File: config.mk
export PLATFORM = sky130hd
export DESIGN_NAME = reg_display_scanner
export DESIGN_NICKNAME = d
export VERILOG_FILES = /design/src/rtl/risc_disp_pkg.sv /design/src/rtl/hex_to_seg.sv /design/src/rtl/reg_display_scanner.sv
export SDC_FILE = /design/constraint.sdc
export NUM_CORES = 1
export LEC_CHECK = 0
export BUFFER_PORTS_ARGS = -buffer_cell sky130_fd_sc_hd__buf_4
export CAP_MARGIN = 20
export CORE_ASPECT_RATIO = 1.25
export CORE_MARGIN = 8
export CORE_UTILIZATION = 40
export CTS_BUF_LIST = sky130_fd_sc_hd__clkbuf_8
export DETAILED_ROUTE_END_ITERATION = 10
export GPL_ROUTABILITY_DRIVEN = 0
export PLACE_DENSITY_LB_ADDON = 0.3
export SETUP_SLACK_MARGIN = 0.2
export SLEW_MARGIN = 15
export SYNTH_ARGS = -nofsm -noshare
export SYNTH_HDL_FRONTEND = slang
export SYNTH_SLANG_ARGS = --single-unit
File: constraint.sdc
create_clock -name clk -period 3.75 [get_ports clk]
set_input_delay 0.75 -clock clk [delete_from_list [all_inputs] [get_ports clk]]
set_output_delay 0.75 -clock clk [all_outputs]
set_load 0.05 [all_outputs]
File: src/rtl/risc_disp_pkg.sv
// Shared definitions for the register display scanner: scan FSM states,
// display geometry and active-low 7-segment glyphs ({g,f,e,d,c,b,a}).
package risc_disp_pkg;

   typedef enum logic [1:0] {
      SELECT  = 2'd0,
      SETTLE  = 2'd1,
      CAPTURE = 2'd2,
      DWELL   = 2'd3
   } scan_state_t;

   localparam int         NUM_DIGITS = 8;
   localparam logic [6:0] SEG_BLANK  = 7'h7F;

   localparam logic [6:0] SEG_0 = 7'b1000000;
   localparam logic [6:0] SEG_1 = 7'b1111001;
   localparam logic [6:0] SEG_2 = 7'b0100100;
   localparam logic [6:0] SEG_3 = 7'b0110000;
   localparam logic [6:0] SEG_4 = 7'b0011001;
   localparam logic [6:0] SEG_5 = 7'b0010010;
   localparam logic [6:0] SEG_6 = 7'b0000010;
   localparam logic [6:0] SEG_7 = 7'b1111000;
   localparam logic [6:0] SEG_8 = 7'b0000000;
   localparam logic [6:0] SEG_9 = 7'b0010000;
   localparam logic [6:0] SEG_A = 7'b0001000;
   localparam logic [6:0] SEG_B = 7'b0000011;
   localparam logic [6:0] SEG_C = 7'b1000110;
   localparam logic [6:0] SEG_D = 7'b0100001;
   localparam logic [6:0] SEG_E = 7'b0000110;
   localparam logic [6:0] SEG_F = 7'b0001110;

endpackage

File: src/rtl/hex_to_seg.sv
// Combinational hex nibble to active-low 7-segment glyph decoder.
module hex_to_seg
   import risc_disp_pkg::*;
(
   input  logic [3:0] nibble,
   output logic [6:0] seg
);

   // Look up the glyph for the nibble; blank is only a safe default.
   always_comb begin
      seg = SEG_BLANK;
      case (nibble)
         4'h0: seg = SEG_0;
         4'h1: seg = SEG_1;
         4'h2: seg = SEG_2;
         4'h3: seg = SEG_3;
         4'h4: seg = SEG_4;
         4'h5: seg = SEG_5;
         4'h6: seg = SEG_6;
         4'h7: seg = SEG_7;
         4'h8: seg = SEG_8;
         4'h9: seg = SEG_9;
         4'hA: seg = SEG_A;
         4'hB: seg = SEG_B;
         4'hC: seg = SEG_C;
         4'hD: seg = SEG_D;
         4'hE: seg = SEG_E;
         4'hF: seg = SEG_F;
         default: seg = SEG_BLANK;
      endcase
   end

endmodule

File: src/rtl/reg_display_scanner.sv
// Readout stage behind the RISC core: selects a register index, waits one
// cycle for the register file read to settle, captures the value, and holds
// it on screen for a dwell period. A free-running refresh multiplexes the
// captured word onto an 8-digit active-low 7-segment display.
module reg_display_scanner
   import risc_disp_pkg::*;
#(
   parameter int NUM_REGS       = 32,
   parameter int DWELL_CYCLES   = 50000000,
   parameter int REFRESH_CYCLES = 100000
) (
   input  logic        clk,
   input  logic        rst,
   input  logic        auto_scan,
   input  logic [4:0]  manual_index,
   input  logic        hold,
   input  logic [31:0] Register_return,
   output logic [4:0]  show_index,
   output logic [31:0] disp_value,
   output logic [4:0]  disp_index,
   output logic        capture_valid,
   output logic [7:0]  an,
   output logic [6:0]  seg
);

   localparam int DW_W  = (DWELL_CYCLES > 1)   ? $clog2(DWELL_CYCLES)   : 1;
   localparam int RF_W  = (REFRESH_CYCLES > 1) ? $clog2(REFRESH_CYCLES) : 1;
   localparam int DIG_W = $clog2(NUM_DIGITS);

   localparam logic [DW_W-1:0] DWELL_LAST   = DW_W'(DWELL_CYCLES - 1);
   localparam logic [RF_W-1:0] REFRESH_LAST = RF_W'(REFRESH_CYCLES - 1);
   localparam logic [4:0]      LAST_IDX     = 5'(NUM_REGS - 1);
   localparam logic [5:0]      NUM_REGS_EXT = 6'(NUM_REGS);

   scan_state_t      state;
   logic [DW_W-1:0]  dwell_cnt;
   logic [RF_W-1:0]  refresh_cnt;
   logic [DIG_W-1:0] digit_sel;

   logic [4:0]       manual_clamped;
   logic [4:0]       next_auto;
   logic             dwell_done;
   logic             manual_jump;
   logic [3:0]       nibble;
   logic [6:0]       seg_next;

   // Next-index candidates and dwell exit conditions.
   always_comb begin
      manual_clamped = ({1'b0, manual_index} >= NUM_REGS_EXT) ? LAST_IDX : manual_index;
      next_auto      = (show_index == LAST_IDX) ? 5'd0 : show_index + 5'd1;
      dwell_done     = (dwell_cnt == DWELL_LAST);
      manual_jump    = !auto_scan && (manual_clamped != show_index);
      nibble         = disp_value[{digit_sel, 2'b00} +: 4];
   end

   hex_to_seg u_hex_to_seg (
      .nibble (nibble),
      .seg    (seg_next)
   );

   // Scan FSM: select -> settle -> capture -> dwell, with manual abort and hold.
   always_ff @(posedge clk) begin
      if (rst) begin
         state         <= SELECT;
         show_index    <= 5'd0;
         dwell_cnt     <= '0;
         disp_value    <= 32'd0;
         disp_index    <= 5'd0;
         capture_valid <= 1'b0;
      end else begin
         capture_valid <= (state == CAPTURE);
         case (state)
            SELECT:  state <= SETTLE;
            SETTLE:  state <= CAPTURE;
            CAPTURE: begin
               state      <= DWELL;
               disp_value <= Register_return;
               disp_index <= show_index;
               dwell_cnt  <= '0;
            end
            DWELL: begin
               // hold freezes everything, including a pending manual jump
               if (!hold) begin
                  if (manual_jump) begin
                     state      <= SELECT;
                     show_index <= manual_clamped;
                     dwell_cnt  <= '0;
                  end else if (dwell_done) begin
                     state      <= SELECT;
                     show_index <= auto_scan ? next_auto : manual_clamped;
                     dwell_cnt  <= '0;
                  end else begin
                     dwell_cnt <= dwell_cnt + DW_W'(1);
                  end
               end
            end
            default: state <= SELECT;
         endcase
      end
   end

   // Display refresh: step the lit digit and register anode/segment drive.
   always_ff @(posedge clk) begin
      if (rst) begin
         refresh_cnt <= '0;
         digit_sel   <= '0;
         an          <= 8'hFF;
         seg         <= SEG_BLANK;
      end else begin
         an  <= ~(8'd1 << digit_sel);
         seg <= seg_next;
         if (refresh_cnt == REFRESH_LAST) begin
            refresh_cnt <= '0;
            digit_sel   <= digit_sel + DIG_W'(1);
         end else begin
            refresh_cnt <= refresh_cnt + RF_W'(1);
         end
      end
   end

endmodule

==> results.py <==
metrics = {
    "synth": {
        "syn_area_per_cell_um2": 9.69,
        "synth-warning-count": 0,
        "synth_cell_types": 54,
        "yosysMostFrequentCell": "dfxtp_1",
        "ys_ff_latch": 106,
        "ys_seq_area_share_pct": 42.5,
        "synth-edff-count": 0,
        "synth_fp_nets": 576,
        "syn_area_um2": 5000,
        "yosysTopAreaCell": "dfxtp_1",
        "postSynth.asyncResetShare_pct": 0,
        "synth_commonest_cells": "dfxtp_1, nor2_1, mux2i_1",
        "synth_ff_type": "dfxtp_1",
        "synthTopCellsByArea": "dfxtp_1, mux2i_1, xor2_1",
        "syn_inst": 516,
        "synth_top_area_share_pct": 42.5,
    },
    "min_path": {
        "hp-class": "register to register",
        "worstHoldPathCells": 1,
    },
    "power": {
        "p_comb_share_pct": 31.8,
        "powerDensity_nw_per_um2": 493,
        "vdd_drop_max_uv": 317,
        "leakagePower_nw": 2.46,
        "pwr-share-seq_pct": 43.7,
        "internal_power_mw": 1.89,
        "p_clk_share_pct": 24.5,
        "power.switching_mw": 1.10,
        "p_sw_share_pct": 36.9,
    },
    "sta": {
        "period_share_pct": 71.5,
        "setup_viol": 0,
        "final-max-slew-violation-count": 0,
        "final.setup_skew_ns": 0.0152,
        "tns_ns": 0,
        "report.final.hold_viol_count": 0,
        "rsz0062_at_grt": "no",
        "worst_pin_slew_ns": 0.922,
        "fin_ws_ns": 1.07,
        "fin_crit_ns": 2.68,
        "fmax_mhz": 373,
        "slew_headroom_pct": 36.8,
    },
    "clocking": {
        "cts_buffers": 9,
        "h-tree-depth": 3,
        "cts_tree": "yes",
        "post-cts-setup-buffers": 0,
        "ctsHoldBuffers": 0,
        "cts_resized": 0,
        "clkLatencyLatePin_ns": 0.37,
        "clock_tree.buffer_depth": 2,
        "cts_sinks": 106,
        "clkTransAtPathRegs_ns": 0.11,
        "cts_root_buf": "clkbuf_8",
    },
    "setup_path": {
        "r2r-start": "digit_sel[0]$_SDFFE_PP0N_",
        "cp-startpoint": "digit_sel[0]$_SDFFE_PP0N_",
        "r2r-end": "seg[0]$_SDFF_PP1_",
        "r2r_cells": 6,
        "critical_path_class": "register to register",
        "critical_path.endpoint": "seg[0]$_SDFF_PP1_",
        "crit_required_ns": 4.00,
        "end_kind": "register",
        "r2r_slack_ns": 1.07,
        "cp-start-kind": "register",
        "crit_arrival_ns": 2.94,
        "crit_fanout": 11,
    },
    "detailed_routing": {
        "wl_um": 11500,
        "drc": 0,
        "ant_nets": 0,
        "detail_route.first_pass.iterations": 4,
        "first_iter_violations": 173,
        "vias": 3890,
        "wl_per_cell_um": 14.9,
        "vias_per_cell": 5.03,
    },
    "floorplanning": {
        "pin_count": 99,
        "dieArea_um2": 16400,
        "core_area_um2": 12200,
        "die_h_um": 141,
        "initial_utilization_pct": 41.1,
        "num_rows": 45,
        "die_w_um": 116,
    },
    "global_routing": {
        "grt_start_max_net_pins": 61,
        "grt_pass1_vias": 4051,
        "grt.overflow.total": 0,
        "antenna_found_initial": 0,
        "grt_use_total_pct": 14.7,
        "grt_first_pass_wirelength_um": 19500,
    },
    "flow_run": {
        "max_cap_violations": 0,
    },
    "finish": {
        "antenna_cells": 0,
        "fin_nets": 665,
        "area_growth_pct": 21.3,
        "drive_above_1_share_pct": 24.3,
        "final_area_um2": 6060,
    },
    "placement": {
        "dpl_worst_slack_ns": 1.07,
        "port_buffers": 98,
        "hpwl_um": 8720,
        "dpl-instance-area_um2": 5860,
    },
    "run_status": {
        "status": "finished clean",
    },
}
## flip-flops by register name (all words and copies together) (netlist names)
| name | count |
|---|---|
| disp_value | 32 |
| refresh_cnt | 17 |
| disp_index | 5 |
| capture_valid | 1 |
| seg | 7 |
| an | 8 |
| dwell_cnt | 26 |
| state | 2 |
| digit_sel | 3 |
| show_index | 5 |
## routing by layer
metal	track usage (%)	up-vias	wire length, um
met5	0	-	0
met4	3.76	0	136
met3	4.06	9	427
met2	25.2	84	5880
met1	17.4	1829	5090
li1	-	1968	-
## placed cells by master (no fill, tap or decap), types with 5 or more instances in the layout
master	n
a211oi_1	7
clkbuf_8	9
nand4_1	12
xor2_1	33
dfxtp_1	106
buf_4	104
inv_1	18
mux4_2	8
nor4_1	5
and3_1	6
ha_1	18
nand2_1	34
nor2_1	70
xnor2_1	13
mux2i_1	48
nor3_2	10
nand3_1	17
nor3_1	21
## logic make-up (layout without fill, tap and decap cells)
group | Yosys count | after routing | synth area share (%)
xor gates and xnor gates | 46 | 46 | 8.06
buffers and inverters | 46 | 140 | 4.13
adders and majority gates | 19 | 19 | 4.76
muxes | 58 | 58 | 13.7
DFF | 106 | 106 | 42.5
and+or+nand+nor | 208 | 208 | 21.6
AOI/OAI and AO/OA | 33 | 33 | 5.33
## worst min path at each step
stage	startpoint	endpoint	slack [ns]
floorplan	refresh_cnt[0]$_SDFF_PP0_	refresh_cnt[0]$_SDFF_PP0_	0.43
global route	refresh_cnt[0]$_SDFF_PP0_	refresh_cnt[0]$_SDFF_PP0_	0.50
finish	refresh_cnt[0]$_SDFF_PP0_	refresh_cnt[0]$_SDFF_PP0_	0.47
global placement	refresh_cnt[0]$_SDFF_PP0_	refresh_cnt[0]$_SDFF_PP0_	0.45
CTS	refresh_cnt[0]$_SDFF_PP0_	refresh_cnt[0]$_SDFF_PP0_	0.48
detailed placement	refresh_cnt[0]$_SDFF_PP0_	refresh_cnt[0]$_SDFF_PP0_	0.45
## worst max-delay path: stages, from the launching register on
cell and delay [ns]:
dfxtp_1 0.57, buf_4 0.24, mux4_2 0.51, mux2i_1 0.69, nor2b_1 0.31, a22o_1 0.17
o21ai_0 0.08
## power by group through the flow
stage	logic, mW	registers (mW)	clock network (mW)
finish	0.951	1.31	0.732
global route	1.02	1.32	0.810
CTS	0.963	1.31	0.758
detailed placement	0.959	1.34	0
global placement	0.945	1.34	0
floorplan	0.427	1.60	0
## final cells by class
class,count,area [um^2]
clock buffers,9,124
clock inverters,7,85.1
fillers,1170,6100
inverters,20,75.1
multi-input cells,364,2670
flip-flops and latches,106,2120
well taps,164,205
repair buffers,104,781
## metrics by stage
step | std cells | power, mW | utilization, % | hold slack (ns)
global route | 774 | 3.15 | 49.9 | 0.501
detailed placement | 758 | 2.29 | 48.1 | 0.453
global placement | 758 | 2.28 | 48.1 | 0.447
floorplan | 516 | 2.02 | - | 0.430
finish | 774 | 2.99 | 49.9 | 0.470
CTS | 774 | 3.03 | 49.9 | 0.478
Note: power is estimated with default switching activity, not from simulation.
